--- config.mk ---
export PLATFORM = sky130hd
export DESIGN_NAME = router_inject_port
export DESIGN_NICKNAME = d
export VERILOG_FILES = /design/src/rtl/router_inject_port.sv
export SDC_FILE = /design/constraint.sdc
export NUM_CORES = 1
export LEC_CHECK = 0
export BUFFER_PORTS_ARGS = -buffer_cell sky130_fd_sc_hd__buf_2
export CORE_MARGIN = 2
export CORE_UTILIZATION = 40
export CTS_CLUSTER_SIZE = 12
export DETAILED_ROUTE_END_ITERATION = 12
export PLACE_DENSITY = 0.73
export SYNTH_ARGS = -nofsm -noshare
export SYNTH_HDL_FRONTEND = slang
export SYNTH_SLANG_ARGS = --single-unit
--- constraint.sdc ---
create_clock -name clk -period 2.6 [get_ports clk]
set_clock_uncertainty 0.1 [all_clocks]
set_input_delay 0.65 -clock clk [delete_from_list [all_inputs] [get_ports clk]]
set_output_delay 0.65 -clock clk [all_outputs]
set_load 0.005 [all_outputs]
--- src/rtl/router_inject_port.sv ---
// Transmit side of a credit-based router channel: accepts client flits, enforces
// packet framing per VC, tracks per-VC credits and registers the outgoing flit.
module router_inject_port #(
    parameter int FLIT_DATA_WIDTH    = 64,
    parameter int NUM_VCS            = 2,
    parameter int VC_BUFFER_DEPTH    = 32,
    parameter int MAX_PAYLOAD_LENGTH = 4
) (
    input  logic                         clk,
    input  logic                         reset,
    input  logic                         src_valid,
    output logic                         src_ready,
    input  logic                         src_vc,
    input  logic                         src_head,
    input  logic                         src_tail,
    input  logic [0:FLIT_DATA_WIDTH-1]   src_data,
    output logic [0:FLIT_DATA_WIDTH+3]   channel_out,
    input  logic [0:1]                   flow_ctrl_in,
    output logic [0:5]                   credit_count_vc0,
    output logic [0:5]                   credit_count_vc1,
    output logic                         error
);

    localparam int CW = 6;
    localparam int FW = $clog2(MAX_PAYLOAD_LENGTH + 2);
    localparam logic [CW-1:0] DEPTH_C   = CW'(VC_BUFFER_DEPTH);
    localparam logic [FW-1:0] MAX_PAY_C = FW'(MAX_PAYLOAD_LENGTH);

    typedef enum logic {
        IDLE,
        BODY
    } state_t;

    state_t              state_q, state_d;
    logic                lock_vc_q, lock_vc_d;
    logic [FW-1:0]       flit_cnt_q, flit_cnt_d;
    logic [CW-1:0]       credit_q [NUM_VCS];
    logic [CW-1:0]       credit_d [NUM_VCS];
    logic [NUM_VCS-1:0]  dec_vc, inc_vc;
    logic                accept, send, force_tail, proto_err, credit_err;
    logic [0:FLIT_DATA_WIDTH+3] channel_d;

    // Ready looks only at the registered count, so a same-cycle credit return never bypasses.
    assign src_ready = (credit_q[src_vc] != '0);
    assign accept    = src_valid && src_ready;

    // NOTE: every variable gets a default at the top of always_comb so no path leaves it unassigned (no latch).
    always_comb begin
        state_d    = state_q;
        lock_vc_d  = lock_vc_q;
        flit_cnt_d = flit_cnt_q;
        send       = 1'b0;
        force_tail = 1'b0;
        proto_err  = 1'b0;
        if (accept) begin
            unique case (state_q)
                IDLE: begin
                    if (src_head) begin
                        send = 1'b1;
                        if (!src_tail) begin
                            state_d    = BODY;
                            lock_vc_d  = src_vc;
                            flit_cnt_d = FW'(1);
                        end
                    end else begin
                        proto_err = 1'b1;
                    end
                end
                BODY: begin
                    if (src_head || (src_vc != lock_vc_q)) begin
                        proto_err = 1'b1;
                    end else begin
                        send       = 1'b1;
                        flit_cnt_d = flit_cnt_q + FW'(1);
                        if (src_tail) begin
                            state_d    = IDLE;
                            flit_cnt_d = '0;
                        end else if (flit_cnt_q == MAX_PAY_C) begin
                            // Longest legal packet reached without a tail: close it ourselves.
                            force_tail = 1'b1;
                            proto_err  = 1'b1;
                            state_d    = IDLE;
                            flit_cnt_d = '0;
                        end
                    end
                end
                default: state_d = IDLE;
            endcase
        end
    end

    always_comb begin
        dec_vc     = '0;
        inc_vc     = '0;
        credit_err = 1'b0;
        if (send)            dec_vc[src_vc]          = 1'b1;
        if (flow_ctrl_in[0]) inc_vc[flow_ctrl_in[1]] = 1'b1;
        for (int v = 0; v < NUM_VCS; v++) begin
            credit_d[v] = credit_q[v];
            if (inc_vc[v] && !dec_vc[v]) begin
                if (credit_q[v] == DEPTH_C) credit_err  = 1'b1;
                else                        credit_d[v] = credit_q[v] + CW'(1);
            end else if (dec_vc[v] && !inc_vc[v]) begin
                credit_d[v] = credit_q[v] - CW'(1);
            end
        end
    end

    always_comb begin
        channel_d = '0;
        if (send) channel_d = {1'b1, src_vc, src_head, src_tail | force_tail, src_data};
    end

    // NOTE: state registers use non-blocking assignments so all flops update together at the edge.
    always_ff @(posedge clk) begin
        if (reset) begin
            state_q     <= IDLE;
            lock_vc_q   <= 1'b0;
            flit_cnt_q  <= '0;
            channel_out <= '0;
            error       <= 1'b0;
            for (int v = 0; v < NUM_VCS; v++) credit_q[v] <= DEPTH_C;
        end else begin
            state_q     <= state_d;
            lock_vc_q   <= lock_vc_d;
            flit_cnt_q  <= flit_cnt_d;
            channel_out <= channel_d;
            error       <= error | proto_err | credit_err;
            for (int v = 0; v < NUM_VCS; v++) credit_q[v] <= credit_d[v];
        end
    end

    assign credit_count_vc0 = credit_q[0];
    assign credit_count_vc1 = credit_q[1];

endmodule
==> metrics.txt <==
detailed-route wire length=7.57 mm; worst reg2reg path startpoint=lock_vc_q$_SDFFE_PP0P_; DR pass1 iterations=4; vias in the first global route=2615; diodes inserted=0; #FFs+latches synth=86; CP startpoint=src_vc; chip height=95.3 um; RSZ-0062 raised after global routing=false; Met3 Routed Length=690 um; Routed WL per cell=12.4 um; commonest non-fill, non-tap cell in the layout=buf_2; Required @ worst endpoint=2.77 ns; Crit Path Class=input pin to flip-flop; setup bufs post-CTS=0; share of power burned in registers=43.5%; total number of vias=2810; H-Tree Depth=3; Initial Utilization=40.9%; aggregate global routing overflow=0; CP endpoint=credit_q[0][5]$_SDFFE_PP1P_; headroom to the max-slew limit=71.4%; Max Clk Rate=404 MHz; Placeable Area=0.00813 mm2; met2 wire len=3.61 mm; DRC viols=0; largest net degree at the start of global routing=68; Pint=0.00243 W; share of cells above drive strength 1=46.1%; Critical R2R Capture=credit_q[0][5]$_SDFFE_PP1P_; maximum buffer depth of the clock tree=2; Num CTS Buffers=9; Syn Nets=401; CP endpoint kind=flip-flop; DR iter-0 viols=58; Post-DP HPWL=5.80 mm; post-DR vias/cell=4.62; gr usage total=16.5%; Setup crit start kind=input pin; die area=0.00907 mm2; clock sinks=86; initial antenna violation count=0; first-pass GRT wire length=11.6 mm; fillers=723; post-synth top area cell=dfxtp_1; leak pwr=2.34 nW; Net Sw Frac=29.5%; Tmin final=2.48 ns; Tightest Hold Check Type=flip-flop to flip-flop; Worst R2R Setup Slack=0.18 ns; Area Growth Syn to Fin=42.1%; cts repair resizes=0; top cells by area, synth=dfxtp_1 52%, and2_1 13%, ha_1 4.1%, mux2i_1 2.1%, nor2_1 1.9%; clock slew at reported path FFs=0.09 ns; crit share post-route=95.3%; syn avg cell area=10.5 um2; final hold vios=0; pwr dens=728 mW/mm2; Hold Buf Count CTS=0; # setup viols final=0; top-area cell type share of the netlist area=51.7%; NumNets Final=583; CTS tree=yes; Comb pwr share=29.4%; library cells used by synthesis=49; placed insts=592; Mapped Area=0.00333 mm2; reg2reg path depth=10; post-route antenna net violation count=0; synthesized instance count=316; Cell Rows=33; Max Cap Viol=0; worst skew pair latency=0.35 ns; area of the multi-input gates=0.00165 mm2; Slew @ Worst Pin=0.429 ns; worst path arrival time=2.65 ns; Yosys warning total=0; Main synth FF type=dfxtp_1; Final Max Tran Viols=0; GPL Wtd Cong=0.852; fin cells=608; EDFF count, synth=0; chip width=95.3 um; NetSw=0.00102 W; critical path peak fanout=5; Max VDD drop=387 uV; top sig layer=met4; sequential fraction of the synthesis area=51.7%; most frequent cells in the layout=153 x buf_2, 84 x dfxtp_1, 70 x and2_1; Top Ports=154; share of flip-flops with an asynchronous set or reset=0%; Finished Core Util=58.2%; FF/Latch Area=0.00172 mm2; Buffers on Ports=153; Root Driver=clkbuf_8; Clk pwr share=27.0%; M1 WL=3.16 mm; status=finished clean
-- flip-flops by register name (all words and copies together) (netlist names) --
signal and flops:
channel_out 68, credit_q 12, error 1, flit_cnt_q 3, lock_vc_q 1, state_q 1
-- Yosys cell counts, types with 3 or more instances --
library cell  count
nand2b_1          3
nor2_1           17
nor2b_1           6
o21a_1            6
and2_1           70
nor3_1            5
o21ai_0           6
clkbuf_1          6
nand2_1          16
mux2i_1           7
buf_6             3
inv_1            10
dfxtp_1          86
ha_1             11
a21oi_1          12
mux2_2            5
nand3_1           3
-- cell families (layout without fill, tap and decap cells) --
group	Yosys count	count (layout)	share of synthesized area [%]
AND/OR/NAND/NOR	138	138	25.0
flip-flops	86	86	51.7
AO/OA/AOI/OAI	41	41	8.42
buffers and inverters	20	207	2.97
multiplexers	15	15	5.60
adder cells (fa/ha/maj)	13	13	5.33
XOR/XNOR	3	3	1.01
-- area by class of cell --
cell class | instances | share of cell area [%]
Tap cell | 105 | 2.77
Clock buffer | 10 | 2.70
Clock inverter | 6 | 1.51
Sequential cell | 86 | 36.4
Timing Repair Buffer | 181 | 20.9
Multi-Input combinational cell | 210 | 34.9
Inverter | 10 | 0.846
-- through the flow --
step                setup TNS, ns  hold WS [ns]  power (W)  setup WS, ns  cell area (um2)
global placement           -0.575         0.362    0.00253        -0.184             4530
floorplan                 -0.0657         0.349    0.00216       -0.0351             3470
detailed placement         -0.820         0.369    0.00255        -0.234             4530
finish                          0         0.379    0.00344         0.122             4730
CTS                             0         0.370    0.00349         0.134             4730
global route                    0         0.366    0.00366       0.00122             4730
-- layer usage --
metal | track usage (%) | up-vias
li1 | - | 1425
met1 | 18.2 | 1278
met2 | 29.0 | 98
met3 | 5.69 | 9
met4 | 6.52 | 0
met5 | 0 | -
-- critical path, cell delays in order --
cell,delay [ns]
buf_2,0.14
xor2_4,0.16
o21ai_4,0.23
nand4b_4,0.14
nand2_4,0.13
ha_4,0.21
a211o_1,0.28
a211oi_2,0.24
o21ai_1,0.11
o21a_1,0.18
a32oi_1,0.17
-- worst min-delay path by stage --
stage	startpoint	endpoint	slack, ns	depth (start not counted)
after floorplan	flit_cnt_q[1]$_SDFFE_PP0P_	flit_cnt_q[1]$_SDFFE_PP0P_	0.35	2
after global placement	flit_cnt_q[1]$_SDFFE_PP0P_	flit_cnt_q[1]$_SDFFE_PP0P_	0.36	2
final	flit_cnt_q[1]$_SDFFE_PP0P_	flit_cnt_q[1]$_SDFFE_PP0P_	0.38	2
after detailed placement	flit_cnt_q[1]$_SDFFE_PP0P_	flit_cnt_q[1]$_SDFFE_PP0P_	0.37	2
after CTS	src_data[54]	channel_out[58]$_SDFF_PP0_	0.37	2
after global routing	src_data[43]	channel_out[47]$_SDFF_PP0_	0.37	2
-- power by group through the flow --
| stage | Combinational, W | Clock [W] | Sequential, W |
|---|---|---|---|
| 2_1_floorplan | 0.000621 | 0 | 0.00154 |
| 3_3_place_gp | 0.00100 | 0 | 0.00153 |
| 3_5_place_dp | 0.00102 | 0 | 0.00153 |
| 4_1_cts | 0.00103 | 0.000964 | 0.00150 |
| 5_1_grt | 0.00113 | 0.00102 | 0.00151 |
| 6_report | 0.00101 | 0.000931 | 0.00150 |
Power figures use the tool's default switching activity.
